### config.mk
export PLATFORM = sky130hd
export DESIGN_NAME = scan_chain_loader
export DESIGN_NICKNAME = d
export VERILOG_FILES = /design/src/rtl/scan_chain_loader.sv
export SDC_FILE = /design/constraint.sdc
export NUM_CORES = 1
export LEC_CHECK = 0
export CAP_MARGIN = 20
export CORE_AREA = 2 2 105 107
export DETAILED_ROUTE_END_ITERATION = 6
export DIE_AREA = 0 0 107 109
export PLACE_DENSITY = 0.82
export REMOVE_ABC_BUFFERS = 1
export SYNTH_ARGS = -nofsm -noshare
export SYNTH_HDL_FRONTEND = slang
export SYNTH_SLANG_ARGS = --single-unit
### constraint.sdc
create_clock -name clk -period 2.8 [get_ports clk]
set_input_delay 0.56 -clock clk [delete_from_list [all_inputs] [get_ports clk]]
set_output_delay 0.56 -clock clk [all_outputs]
set_load 0.05 [all_outputs]
### src/rtl/scan_chain_loader.sv
// Streams scan-chain words from BRAM into PE-array id/row, LN and PE config strobes.
// Optional SCAN_RANGE_CHECK_EN adds a sticky scan_error flag for out-of-range PE entries.
module scan_chain_loader #(
    parameter int XBUS_NUMS        = 12,
    parameter int PE_NUMS          = 14,
    parameter int ID_LEN           = 5,
    parameter int ROW_LEN          = 4,
    parameter int ADDRESS_BITWIDTH = 32,
    parameter int DATA_BITWIDTH    = 32,
    parameter int CONFIG_BITWIDTH  = 32
) (
    input  logic                        clk,
    input  logic                        rst,
    input  logic                        start,
    input  logic [ADDRESS_BITWIDTH-1:0] base_addr,
    output logic                        busy,
    output logic                        done,
    output logic                        ram_req,
    input  logic                        ram_grant,
    output logic                        ram_enable,
    output logic [ADDRESS_BITWIDTH-1:0] ram_address,
    output logic [3:0]                  ram_we,
    input  logic [DATA_BITWIDTH-1:0]    ram_rdata,
    output logic                        set_id,
    output logic                        set_row,
    output logic [ID_LEN-1:0]           id_scan_in,
    output logic [ROW_LEN-1:0]          row_scan_in,
    output logic                        set_ln_info,
    output logic [XBUS_NUMS-1:0]        LN_config_in,
    output logic                        set_pe_info,
    output logic [CONFIG_BITWIDTH-1:0]  pe_config_in
`ifdef SCAN_RANGE_CHECK_EN
    ,
    output logic                        scan_error
`endif
);

    localparam int TOTAL = XBUS_NUMS * PE_NUMS;
    localparam int K_W   = $clog2(TOTAL + 2) + 1;

    localparam logic [1:0] CLS_PE  = 2'd0;
    localparam logic [1:0] CLS_LN  = 2'd1;
    localparam logic [1:0] CLS_CFG = 2'd2;

    typedef enum logic [1:0] {IDLE, FETCH, DRAIN, DONE} state_t;

    state_t                      state, state_nxt;
    logic [K_W-1:0]              k_cnt;
    logic [ADDRESS_BITWIDTH-1:0] addr_q;
    logic                        start_acc;
    logic                        issue;
    logic                        last_issue;
    logic [1:0]                  cls_issue;

    logic                        vld_p0;
    logic [1:0]                  cls_p0;

    logic                        pe_stb_p1;
    logic                        ln_stb_p1;
    logic                        cfg_stb_p1;
    logic [ID_LEN-1:0]           id_p1;
    logic [ROW_LEN-1:0]          row_p1;
    logic [XBUS_NUMS-1:0]        ln_p1;
    logic [CONFIG_BITWIDTH-1:0]  cfg_p1;

    assign start_acc  = (state == IDLE) && start;
    assign issue      = ram_req && ram_grant;
    assign last_issue = (k_cnt == K_W'(TOTAL + 1));

    always_comb begin
        cls_issue = CLS_CFG;
        if (k_cnt < K_W'(TOTAL))
            cls_issue = CLS_PE;
        else if (k_cnt == K_W'(TOTAL))
            cls_issue = CLS_LN;
    end

    always_ff @(posedge clk or negedge rst) begin
        if (!rst)
            state <= IDLE;
        else
            state <= state_nxt;
    end

    always_comb begin
        state_nxt = state;
        ram_req   = 1'b0;
        busy      = 1'b1;
        done      = 1'b0;
        case (state)
            IDLE: begin
                busy = 1'b0;
                if (start)
                    state_nxt = FETCH;
            end
            FETCH: begin
                ram_req = 1'b1;
                if (ram_grant && last_issue)
                    state_nxt = DRAIN;
            end
            DRAIN: begin
                // the PE config strobe is the final word leaving the pipe
                if (set_pe_info)
                    state_nxt = DONE;
            end
            DONE: begin
                done      = 1'b1;
                state_nxt = IDLE;
            end
            default: state_nxt = IDLE;
        endcase
    end

    always_ff @(posedge clk or negedge rst) begin
        if (!rst) begin
            k_cnt  <= '0;
            addr_q <= '0;
        end else if (start_acc) begin
            k_cnt  <= '0;
            addr_q <= base_addr;
        end else if (issue) begin
            k_cnt  <= k_cnt + K_W'(1);
            addr_q <= addr_q + ADDRESS_BITWIDTH'(4);
        end
    end

    assign ram_enable  = issue;
    assign ram_address = addr_q;
    assign ram_we      = 4'b0000;

    // p0: read issued, BRAM data arrives during the following cycle
    always_ff @(posedge clk or negedge rst) begin
        if (!rst) begin
            vld_p0 <= 1'b0;
            cls_p0 <= CLS_PE;
        end else begin
            vld_p0 <= issue;
            cls_p0 <= cls_issue;
        end
    end

    // p1: capture read data and raise the matching strobe for one cycle
    always_ff @(posedge clk or negedge rst) begin
        if (!rst) begin
            pe_stb_p1  <= 1'b0;
            ln_stb_p1  <= 1'b0;
            cfg_stb_p1 <= 1'b0;
            id_p1      <= '0;
            row_p1     <= '0;
            ln_p1      <= '0;
            cfg_p1     <= '0;
        end else begin
            pe_stb_p1  <= vld_p0 && (cls_p0 == CLS_PE);
            ln_stb_p1  <= vld_p0 && (cls_p0 == CLS_LN);
            cfg_stb_p1 <= vld_p0 && (cls_p0 == CLS_CFG);
            if (vld_p0 && (cls_p0 == CLS_PE)) begin
                id_p1  <= ram_rdata[ID_LEN-1:0];
                row_p1 <= ram_rdata[ID_LEN+ROW_LEN-1:ID_LEN];
            end
            if (vld_p0 && (cls_p0 == CLS_LN))
                ln_p1 <= ram_rdata[XBUS_NUMS-1:0];
            if (vld_p0 && (cls_p0 == CLS_CFG))
                cfg_p1 <= ram_rdata[CONFIG_BITWIDTH-1:0];
        end
    end

    assign set_id       = pe_stb_p1;
    assign set_row      = pe_stb_p1;
    assign id_scan_in   = id_p1;
    assign row_scan_in  = row_p1;
    assign set_ln_info  = ln_stb_p1;
    assign LN_config_in = ln_p1;
    assign set_pe_info  = cfg_stb_p1;
    assign pe_config_in = cfg_p1;

`ifdef SCAN_RANGE_CHECK_EN
    logic range_bad;

    assign range_bad = (32'(ram_rdata[ID_LEN-1:0]) >= 32'(PE_NUMS)) ||
                       (32'(ram_rdata[ID_LEN+ROW_LEN-1:ID_LEN]) >= 32'(XBUS_NUMS));

    // flag rises alongside the offending id/row strobe
    always_ff @(posedge clk or negedge rst) begin
        if (!rst)
            scan_error <= 1'b0;
        else if (start_acc)
            scan_error <= 1'b0;
        else if (vld_p0 && (cls_p0 == CLS_PE) && range_bad)
            scan_error <= 1'b1;
    end
`endif

endmodule

==> results by group <==
Critical path
  • Buffer and inverter count on the worst path: 3
  • Setup Crit Path Kind: register to primary output
  • RR Endpoint: ram_address[25]
  • R2r setup slk: between 400 and 500 ps
  • R2R Path Start: state[1]
  • Critical Path Start Type: register
  • CP arrival: 2040 ps
  • Cell family with most CP delay: buffers and inverters
  • Largest fanout on the critical path: 5
  • Crit path required time: about 2200 ps
  • Max incr delay on CP: between 800 and 900 ps
  • Most frequent CP cell: inv_1
  • Critical-path top delay cell: clkdlybuf4s50_1
  • Worst Setup End Kind: primary output
  • Crit path cell chain: inv_1, ha_1, inv_1, clkdlybuf4s50_1
  • Reg2reg path depth: 6

Yosys
  • Post-synth top area cell: dfrtp_1
  • Syn Area/Cell: between 9 and 10 um^2
  • Top cells by area, synth: dfrtp_1 (55%), nand2_1 (13%), mux2_2 (2.4%), o21ai_0 (2.4%), nor2_1 (2.2%)
  • Sequential fraction of the synthesis area: a little over half
  • Netlist cell types: 40
  • Number of synthesized flops with an enable pin: 0
  • Yosys synthesis warning count: 0
  • Synthesized flop and latch total: between 100 and 150
  • Share of the synthesized area in the top cell type: between 50% and 60%
  • Most common cell in the netlist: nand2_1
  • Commonest register cell after synthesis: dfrtp_1
  • Post-synth design cell area: roughly 4700 um^2
  • Async SR Flop Fraction: 100%
  • Top cells by count, synth: nand2_1 (166), dfrtp_1 (102), nor2_1 (27), o21ai_0 (22), clkbuf_1 (18)
  • Cells after synthesis: around 500

Place
  • DP Worst Slack: 176 ps
  • Post-DP HPWL: slightly below 9 mm
  • IO buf count: 160
  • Placed Instances: approximately 780
  • Gp weighted congestion: between 0.8 and 0.9
  • Post-DP Area: around 6400 um^2

Layout
  • Layout cells sized above 1: under 10%
  • Inserted Diodes: 0
  • Final core occ: between 60 and 70%
  • Nets: between 700 and 800
  • # fillers: about 860
  • Area Growth Syn to Fin: 41.1%
  • Post-route design area: 6600 um^2
  • Post-Layout Cell Count: 800

Timing
  • Final hold violation count: 0
  • RSZ-0062 raised after global routing: no
  • TNS Setup: 0 ps
  • Final clock skew: approximately 14 ps
  • Slew @ Worst Pin: 856 ps
  • PnR worst setup slack: between 150 and 200 ps
  • Max-slew headroom: a little over two fifths
  • Final setup fails: 0
  • Fmax: 0.384 GHz
  • Final worst-path cycle share: between 90 and 100%
  • Slew Viols, Final: 0
  • Min cycle time layout: about 2600 ps

Clock tree
  • H-tree level count: 3
  • Clock transition at the registers of the reported paths: between 100 and 150 ps
  • Worst skew pair latency: 370 ps
  • Clock Tree Root: clkbuf_8
  • CTS tree: built
  • Postcts setup bufs: 0
  • Clk sink count: roughly 100
  • Max clock buf depth: 2
  • PostCTS Resize Cnt: 0
  • CTS Buf Count: 9
  • Hold_buf cts: 0

Die
  • Die Ht: approximately 110 um
  • Cell Rows: 38
  • Core Region: roughly 11,000 um^2
  • Starting density of the core: about 44%
  • Die Wd: 107 um
  • Die area: 11,700 um^2
  • Num ports: 165

Global route
  • Number of global-route vias before repair: around 4,100
  • Gr ovfl total: 0
  • GRT Resource Usage Total: 21.2%
  • Largest net degree at the start of global routing: between 50 and 60
  • Initial antenna violation count: 0
  • First-pass GRT wire length: roughly 20 mm

Power and ir drop
  • Pwr dens: 887 nW/um^2
  • Peak VDD IR: approximately 680 uV
  • Leakage Power: 2.75 nW

Route
  • Wirelength, routed: 12.1 mm
  • Wirelength per Cell: between 15 and 20 um
  • Vias/cell: 5.19
  • Via Count: between 4,000 and 5,000
  • DRT iter0 DRCs: about 230
  • Final antenna-violating net count: 0
  • Pre-antenna DRT Iters: 5
  • DRC viols: 0

Flow run
  • Max-cap violations: 0

Run status
  • Outcome: finished clean

Hold path
  • Hold WC Path Type: input port to asynchronous set/reset pin
metrics by stage:
stage / hold WS [ps] / total power (W)
after global routing: 270 / 0.00618
after CTS: 255 / 0.00590
after detailed placement: 461 / 0.00502
final: 230 / 0.00586
after floorplan: 264 / 0.00395
after global placement: 456 / 0.00495
how the worst max path moves through the flow:
stage,startpoint,to,depth (start not counted)
2_1_floorplan,state[1],ram_address[25],6
3_3_place_gp,ram_grant,ram_address[21],5
3_5_place_dp,ram_grant,ram_address[25],5
6_report,state[0],busy,4
4_1_cts,state[0],busy,4
5_1_grt,state[0],busy,4
layout make-up:
class	instances	area, um^2	share of cell area [%]
Clock inverter	7	60.1	0.910
Sequential cell	102	2550	38.7
Timing Repair Buffer	170	1680	25.5
Multi-Input combinational cell	359	1950	29.6
Inverter	13	48.8	0.739
Tap cell	140	175	2.65
Clock buffer	9	124	1.88
cell usage in the layout, fill, tap and decap left out, drive strengths merged, types with 11 or more instances in the layout:
cell type	n
a31oi	14
buf	12
clkdlybuf4s50	158
dfrtp	102
inv	14
nand2	166
nand4	15
nor2	27
o21ai	22
or4	11
xnor2	11
where the power goes:
part	leakage (nW)	internal [W]	switching (W)
registers	1.10	0.00179	0.000394
clock network	0.0836	0.000333	0.000530
logic	1.58	0.00101	0.00180
state kept, by name, indices dropped and copies added, names as in the netlist:
name / cells
LN_config_in: 12
cls_p0: 2
id_scan_in: 5
k_cnt: 9
pe_config_in: 32
ram_address: 32
row_scan_in: 4
set_id: 1
set_ln_info: 1
set_pe_info: 1
state: 2
vld_p0: 1
routing by layer:
layer | track usage, % | wire (um) | vias to the layer above
met5 | 0 | 0 | -
met4 | 5.84 | 126 | 0
met3 | 4.48 | 802 | 11
met2 | 35.7 | 5780 | 155
met1 | 27.9 | 5440 | 2005
li1 | - | - | 1978
worst register-to-register path: stages (launching register included):
cell     delay (ps)
dfrtp_1         430
inv_1            90
ha_1            290
nand3_1         150
or3_1           580
or4_1           560
a31oi_1         180
cells by family (layout without fill, tap and decap cells):
logic type	after synthesis	after routing	share of synthesized area [%]
XOR/XNOR	21	21	3.93
other	1	4	0.0802
adder cells (fa/ha/maj)	8	8	2.14
buffers and inverters	41	199	4.01
multiplexers	12	12	2.84
AO/OA/AOI/OAI	51	51	6.69
AND/OR/NAND/NOR	263	263	25.8
flip-flops	102	102	54.6
No activity file was read; power rests on OpenSTA's default activity.
